$ cat src/rtl/rom_port_arbiter.sv
// Arbitrates NUM_REQ read requesters onto one single-port ROM with a 1-cycle registered read.
// The grant is combinational, and the response strobe is a registered copy of that grant.
module rom_port_arbiter #(
  parameter int NUM_REQ    = 2,
  parameter int ADDR_WIDTH = 4,
  parameter int DATA_WIDTH = 2,
  parameter int FIXED_PRIO = 0
) (
  input  logic                          clk_i,
  input  logic                          arst_ni,
  input  logic [NUM_REQ-1:0]            req_valid_i,
  input  logic [NUM_REQ*ADDR_WIDTH-1:0] req_addr_i,
  output logic [NUM_REQ-1:0]            req_ready_o,
  output logic [NUM_REQ-1:0]            rsp_valid_o,
  output logic [DATA_WIDTH-1:0]         rsp_data_o,
  output logic [ADDR_WIDTH-1:0]         mem_addr_o,
  input  logic [DATA_WIDTH-1:0]         mem_rdata_i
);

  localparam int IW = $clog2(NUM_REQ);

  // Handshake: a request k completes in the cycle where req_valid_i[k] and req_ready_o[k]
  // are both 1. The data comes back on rsp_data_o in the next cycle, strobed by
  // rsp_valid_o[k], and the requester cannot apply backpressure to it.

  logic [IW-1:0] rr_ptr;
  logic [IW-1:0] win_idx;
  logic [IW-1:0] cand;
  logic          win_found;

  // The scan order starts at rr_ptr and wraps. Fixed priority always starts at index 0.
  always_comb begin
    win_idx   = '0;
    win_found = 1'b0;
    cand      = '0;
    for (int i = 0; i < NUM_REQ; i++) begin
      if (FIXED_PRIO != 0) cand = IW'(i);
      else                 cand = IW'((int'(rr_ptr) + i) % NUM_REQ);
      if (!win_found && req_valid_i[cand]) begin
        win_found = 1'b1;
        win_idx   = cand;
      end
    end
  end

  always_comb begin
    req_ready_o = '0;
    mem_addr_o  = '0;
    if (win_found) begin
      req_ready_o[win_idx] = 1'b1;
      mem_addr_o           = req_addr_i[int'(win_idx)*ADDR_WIDTH +: ADDR_WIDTH];
    end
  end

  // The RAM output register already provides the one-cycle latency, so the data passes straight through.
  assign rsp_data_o = mem_rdata_i;

  always_ff @(posedge clk_i or negedge arst_ni) begin
    if (!arst_ni) begin
      rr_ptr      <= '0;
      rsp_valid_o <= '0;
    end else begin
      rsp_valid_o <= req_ready_o;
      if (win_found)
        rr_ptr <= (int'(win_idx) == NUM_REQ - 1) ? '0 : win_idx + 1'b1;
    end
  end

endmodule
$ cat config.mk
export PLATFORM = sky130hd
export DESIGN_NAME = rom_port_arbiter
export DESIGN_NICKNAME = d
export VERILOG_FILES = /design/src/rtl/rom_port_arbiter.sv
export SDC_FILE = /design/constraint.sdc
export NUM_CORES = 1
export LEC_CHECK = 0
export BUFFER_PORTS_ARGS = -buffer_cell sky130_fd_sc_hd__buf_2
export CAP_MARGIN = 20
export CORE_AREA = 2 2 39 41
export CTS_CLUSTER_SIZE = 30
export DETAILED_ROUTE_END_ITERATION = 8
export DIE_AREA = 0 0 41 43
export HOLD_SLACK_MARGIN = 0.05
export SLEW_MARGIN = 40
export SYNTH_ARGS = -nofsm -noshare
export SYNTH_HDL_FRONTEND = slang
export SYNTH_SLANG_ARGS = --single-unit
$ cat constraint.sdc
create_clock -name clk_i -period 2.4 [get_ports clk_i]
set_input_delay 0.12 -clock clk_i [delete_from_list [all_inputs] [get_ports clk_i]]
set_output_delay 0.12 -clock clk_i [all_outputs]
set_load 0.1 [all_outputs]
# Word level (Yosys, flattened, before mapping)
# Index checks and enable logic that the tools add are counted.
dict set report totals {
  ff_bits 3
  input_bits 14
  word_cells 25
}
dict set report op_classes {
  addsub 2
  magnitude_cmp 4
  n_shift 1
  mux 13
  n_reduce_logical 3
}
# op count
set op_table {}
lappend op_table {{$mux W1} 10}
lappend op_table {{$shiftx A8 B4 Y4} 1}
lappend op_table {{$lt A1 B2 Y1 const B} 3}
lappend op_table {{$mux W4} 1}
lappend op_table {{$add A1 B1 Y1 const B} 2}
lappend op_table {{$logic_and A1 B1 Y1} 2}
lappend op_table {{$mux W2} 1}
lappend op_table {{$demux W1 S1} 1}
lappend op_table {{$ge A1 B1 Y1 const B} 1}
lappend op_table {{$logic_not A1 Y1} 1}

# Depth between registers and ports, before layout
dict set report logic_depth {
  depth_word 11
  mapped_depth 2
  depth_no_buf 2
}

# Worst setup path before layout
# No wires, ideal clock.
dict set report synth_timing {
  path_kind {register to output}
  startpoint {reg rr_ptr}
  endpoint {out mem_addr_o[3]}
  arrival_ns 1.935
  required_ns 2.280
  setup_slack_ns 0.345
  path_stages_with_launch 3
  n_path_buf 0
  path_cell_list {dfrtp_1 > a21boi_4 > a32o_1}
}
dict set report synth_between {
  elab_chain_cells 8
  word_cells_on_any_way 13
}
# element line_no
set synth_rtl {}
lappend synth_rtl {{from (decl)} 26} ;# logic [IW-1:0] rr_ptr;
lappend synth_rtl {{from (signal assigned)} 65} ;# rr_ptr <= (int'(win_idx) == NUM_REQ - 1) ? '0 : win_idx + 1'b1;
lappend synth_rtl {{$mux W1 (implied by the code) (2 in series)} 39} ;# if (!win_found && req_valid_i[cand]) begin
lappend synth_rtl {{$mux W1} 39}
lappend synth_rtl {{$logic_not A1 Y1} 39}
lappend synth_rtl {{$logic_and A1 B1 Y1} 39}
lappend synth_rtl {{$mux W1} 39}
lappend synth_rtl {{$shiftx A8 B4 Y4} 51} ;# mem_addr_o = req_addr_i[int'(win_idx)*ADDR_WIDTH +: ADDR_WIDTH];
lappend synth_rtl {{$mux W4 *} 49} ;# if (win_found) begin
lappend synth_rtl {{to (decl)} 16} ;# output logic [ADDR_WIDTH-1:0] mem_addr_o,
# Mark *: on every way between the ends. The rest lies on a longest branch, timed or not. The select of a mux whose other input is x is not followed.

# Worst setup path in the final report
# Same ends and word-level chain as after synthesis.

==> PnR_summary.wiki <==
{| class="wikitable"
! Metric !! Value
|-
| Post-detailed-placement cell area || ~280 um2
|-
| Horiz. Die Dim || 41 um
|-
| #FFs+latches synth || 3
|-
| Reg-to-Reg Start || rr_ptr$_DFFE_PN0P_
|-
| Yosys top cell by area || dfrtp_1
|-
| Final max-slew violation count || 0
|-
| Outcome || complete, no violations
|-
| Cell total after placement || 47
|-
| Commonest cells after routing, fill and taps aside || 19 x buf_2, 3 x a32o_2, 3 x clkbuf_4, 3 x dfrtp_1
|-
| Worst Reg2Reg Path Length in Cells || 2
|-
| Setup slack of the most critical reg-to-reg path || 1490 ps
|-
| Pre-Repair DR Iteration Count || 2
|-
| Worst ir drop on vdd || 0.331 mV
|-
| Count of standard-cell rows || 14
|-
| Placeable core region || 1380 um2
|-
| Post-synth cell types || 9
|-
| Number of cells in the finished layout apart from fillers || 52
|-
| Average instance area after synthesis || 13.0 um2
|-
| Class of the tightest hold or removal check || in -> reg
|-
| Pwr Density || between 900 and 1000 nW/um2
|-
| Biggest area contributors in the synthesized netlist || dfrtp_1 41%, a32o_2 18%, a21boi_4 10%
|-
| Synth top area share || 0.411
|-
| Class of the most critical setup path || reg -> out
|-
| Origin of the worst min-delay path || req_valid_i[0]
|-
| Crit Reg-Reg Endpoint || rsp_valid_o[1]$_DFF_PN0_
|-
| Initial antenna violation count || 0
|-
| Global placer's final weighted congestion || 0.689
|-
| Mean routed wirelength per cell || 11.4 um
|-
| Vias in the first global route || 201
|-
| Count of synthesis-stage warnings from yosys || 0
|-
| Crit path buf inv count || 1
|-
| Ordered cell list for the critical path || a21boi_4 -> a32o_1 -> buf_2
|-
| CTS clock-pin slew for the worst setup and hold paths || ~40 ps
|-
| Kind of start point of the critical path || flip-flop
|-
| Final period util || 0.652
|-
| First-pass GRT wire length || 959 um
|-
| Cell Area, Synth || 183 um2
|-
| Crit path DAT || 1440 ps
|-
| Worst hold slack across all endpoints || approximately 190 ps
|-
| Final-report setup violation count || 0
|-
| Final hold violations || 0
|-
| Clock tree from TritonCTS || yes
|-
| Post-DP HPWL || 481 um
|-
| Data required, critical path || 2280 ps
|-
| Bufs on Longest Clock Path || 2
|-
| Critical-path maximum fanout || 6
|-
| Slowest-stage cell, CP || buf_2
|-
| I/O pin cnt || 24
|-
| NumNets Final || 51
|-
| Gates resized, CTS repair || 0
|-
| Routed wire length || 591 um
|-
| Total via count after detailed routing || 207
|-
| Detailed-route DRC error count || 0
|-
| Drt first-iter violations || 1
|-
| Cell family with the largest share of critical-path delay || buffers and inverters
|-
| Static Leak || 0.182 nW
|-
| CTS sink cnt || 3
|-
| Delay of the slowest cell on the worst path || 420 ps
|-
| Initial core utilization || 0.132
|-
| Number of maximum-capacitance violations || 0
|-
| Root buffer cell || clkbuf_4
|-
| Post-CTS repair timing setup buffer count || 0
|-
| Remaining global-route overflow || 0
|-
| Register area share after synthesis || 0.411
|-
| Slew of the pin with the lowest slew margin || 490 ps
|-
| Tightest slew margin relative to the limit || 0.676
|-
| Share of cells above drive strength 1 || 0.778
|-
| Synthesized netlist net count || 28
|-
| Post-DR vias/cell || 3.98
|-
| Min Clock Period, post-route || roughly 1600 ps
|-
| Capture endpoint of the worst hold path || rr_ptr$_DFFE_PN0P_
|-
| Worst Setup End Kind || output pin
|-
| Clock buffer count from CTS || 3
|-
| Area growth from synthesis to final layout || 74.7%
|-
| Die H || 43 um
|-
| Cell depth of the worst hold path || 3
|-
| Number of antenna-violating nets in the routed design || 0
|-
| Final antenna diode count || 0
|-
| Pin count of the biggest net entering global routing || 8
|-
| Post-route standard cell area excluding fillers || 319 um2
|-
| Clock tree skew after final layout || 4.05 ps
|-
| Cell count after synthesis || 14
|-
| Setup repair after global routing missed its margin || no
|-
| H-tree Lvls || 1
|-
| Summed negative setup slack over all endpoints || 0 ps
|-
| Most common cell after layout, fill and taps aside || buf_2
|-
| Area of the die || 1760 um2
|-
| Maximum clock frequency || 640 MHz
|-
| Count of buffers from port buffering || 19
|-
| Clock insertion delay at the later pin of the skew report || approximately 230 ps
|-
| Overall Global Routing Usage || 0.0885
|}
==> metrics by stage <==
| stage | worst slack (ps) | utilization | power, mW |
|---|---|---|---|
| floorplan | 345 | - | 0.194 |
| global placement | 1100 | 0.204 | 0.204 |
| detailed placement | 1090 | 0.204 | 0.203 |
| CTS | 822 | 0.231 | 0.300 |
| global route | 755 | 0.231 | 0.310 |
| finish | 836 | 0.231 | 0.293 |
==> worst min-delay path, stage by stage <==
cell      delay (ps)
buf_2            120
nand2b_4          70
o21ai_0           70
==> cells in the mapped netlist <==
library cell	count
a32o_2	3
dfrtp_1	3
nand2b_4	1
and2_2	1
a21boi_4	1
o21ai_0	1
buf_4	2
inv_1	1
a32o_1	1
==> routing by layer <==
metal	global-route usage	up-vias	part of all wire
li1	-	98	-
met2	0.0781	20	0.25
met4	0.0800	0	0.022
met5	0	-	0
met1	0.126	85	0.51
met3	0.0628	4	0.21
==> worst max path at each step <==
| stage | start | endpoint | slack [ps] | depth (start not counted) |
|---|---|---|---|---|
| CTS | rr_ptr$_DFFE_PN0P_ | mem_addr_o[3] | 820 | 3 |
| global route | rr_ptr$_DFFE_PN0P_ | mem_addr_o[3] | 760 | 3 |
| finish | rr_ptr$_DFFE_PN0P_ | mem_addr_o[3] | 840 | 3 |
| detailed placement | rr_ptr$_DFFE_PN0P_ | mem_addr_o[3] | 1090 | 3 |
| floorplan | rr_ptr$_DFFE_PN0P_ | mem_addr_o[3] | 340 | 2 |
| global placement | rr_ptr$_DFFE_PN0P_ | mem_addr_o[3] | 1100 | 3 |
==> area by class of cell <==
cell class / instances / area, um2
Timing Repair Buffer: 20 / 105
Sequential cell: 3 / 75.1
Fill cell: 148 / 1060
Tap cell: 16 / 20.0
Clock buffer: 4 / 26.3
Multi-Input combinational cell: 8 / 88.8
Inverter: 1 / 3.75
==> logic make-up (layout without fill, tap and decap cells) <==
group,Yosys count,count (layout),synth area share
AOI/OAI and AO/OA,6,6,0.370
buffers and inverters,3,25,0.103
DFF,3,3,0.411
and+or+nand+nor,2,2,0.116
==> where the power goes <==
group	leakage, nW	switching [mW]	total, mW	internal (mW)
clock network	0.0150	0.0271	0.0894	0.0624
registers	0.0365	0.00382	0.0600	0.0562
logic	0.131	0.114	0.144	0.0296
==> registers in the layout, indices dropped and copies added, names as in the netlist <==
name         count
rr_ptr           1
rsp_valid_o      2
==> what timing repair did <==
action                                  4_1_cts  5_1_grt
endpoints found under the setup margin        0        0
endpoints found under the hold margin         3        0
hold buffers                                  1        0
No activity file was read; power rests on OpenSTA's default activity.
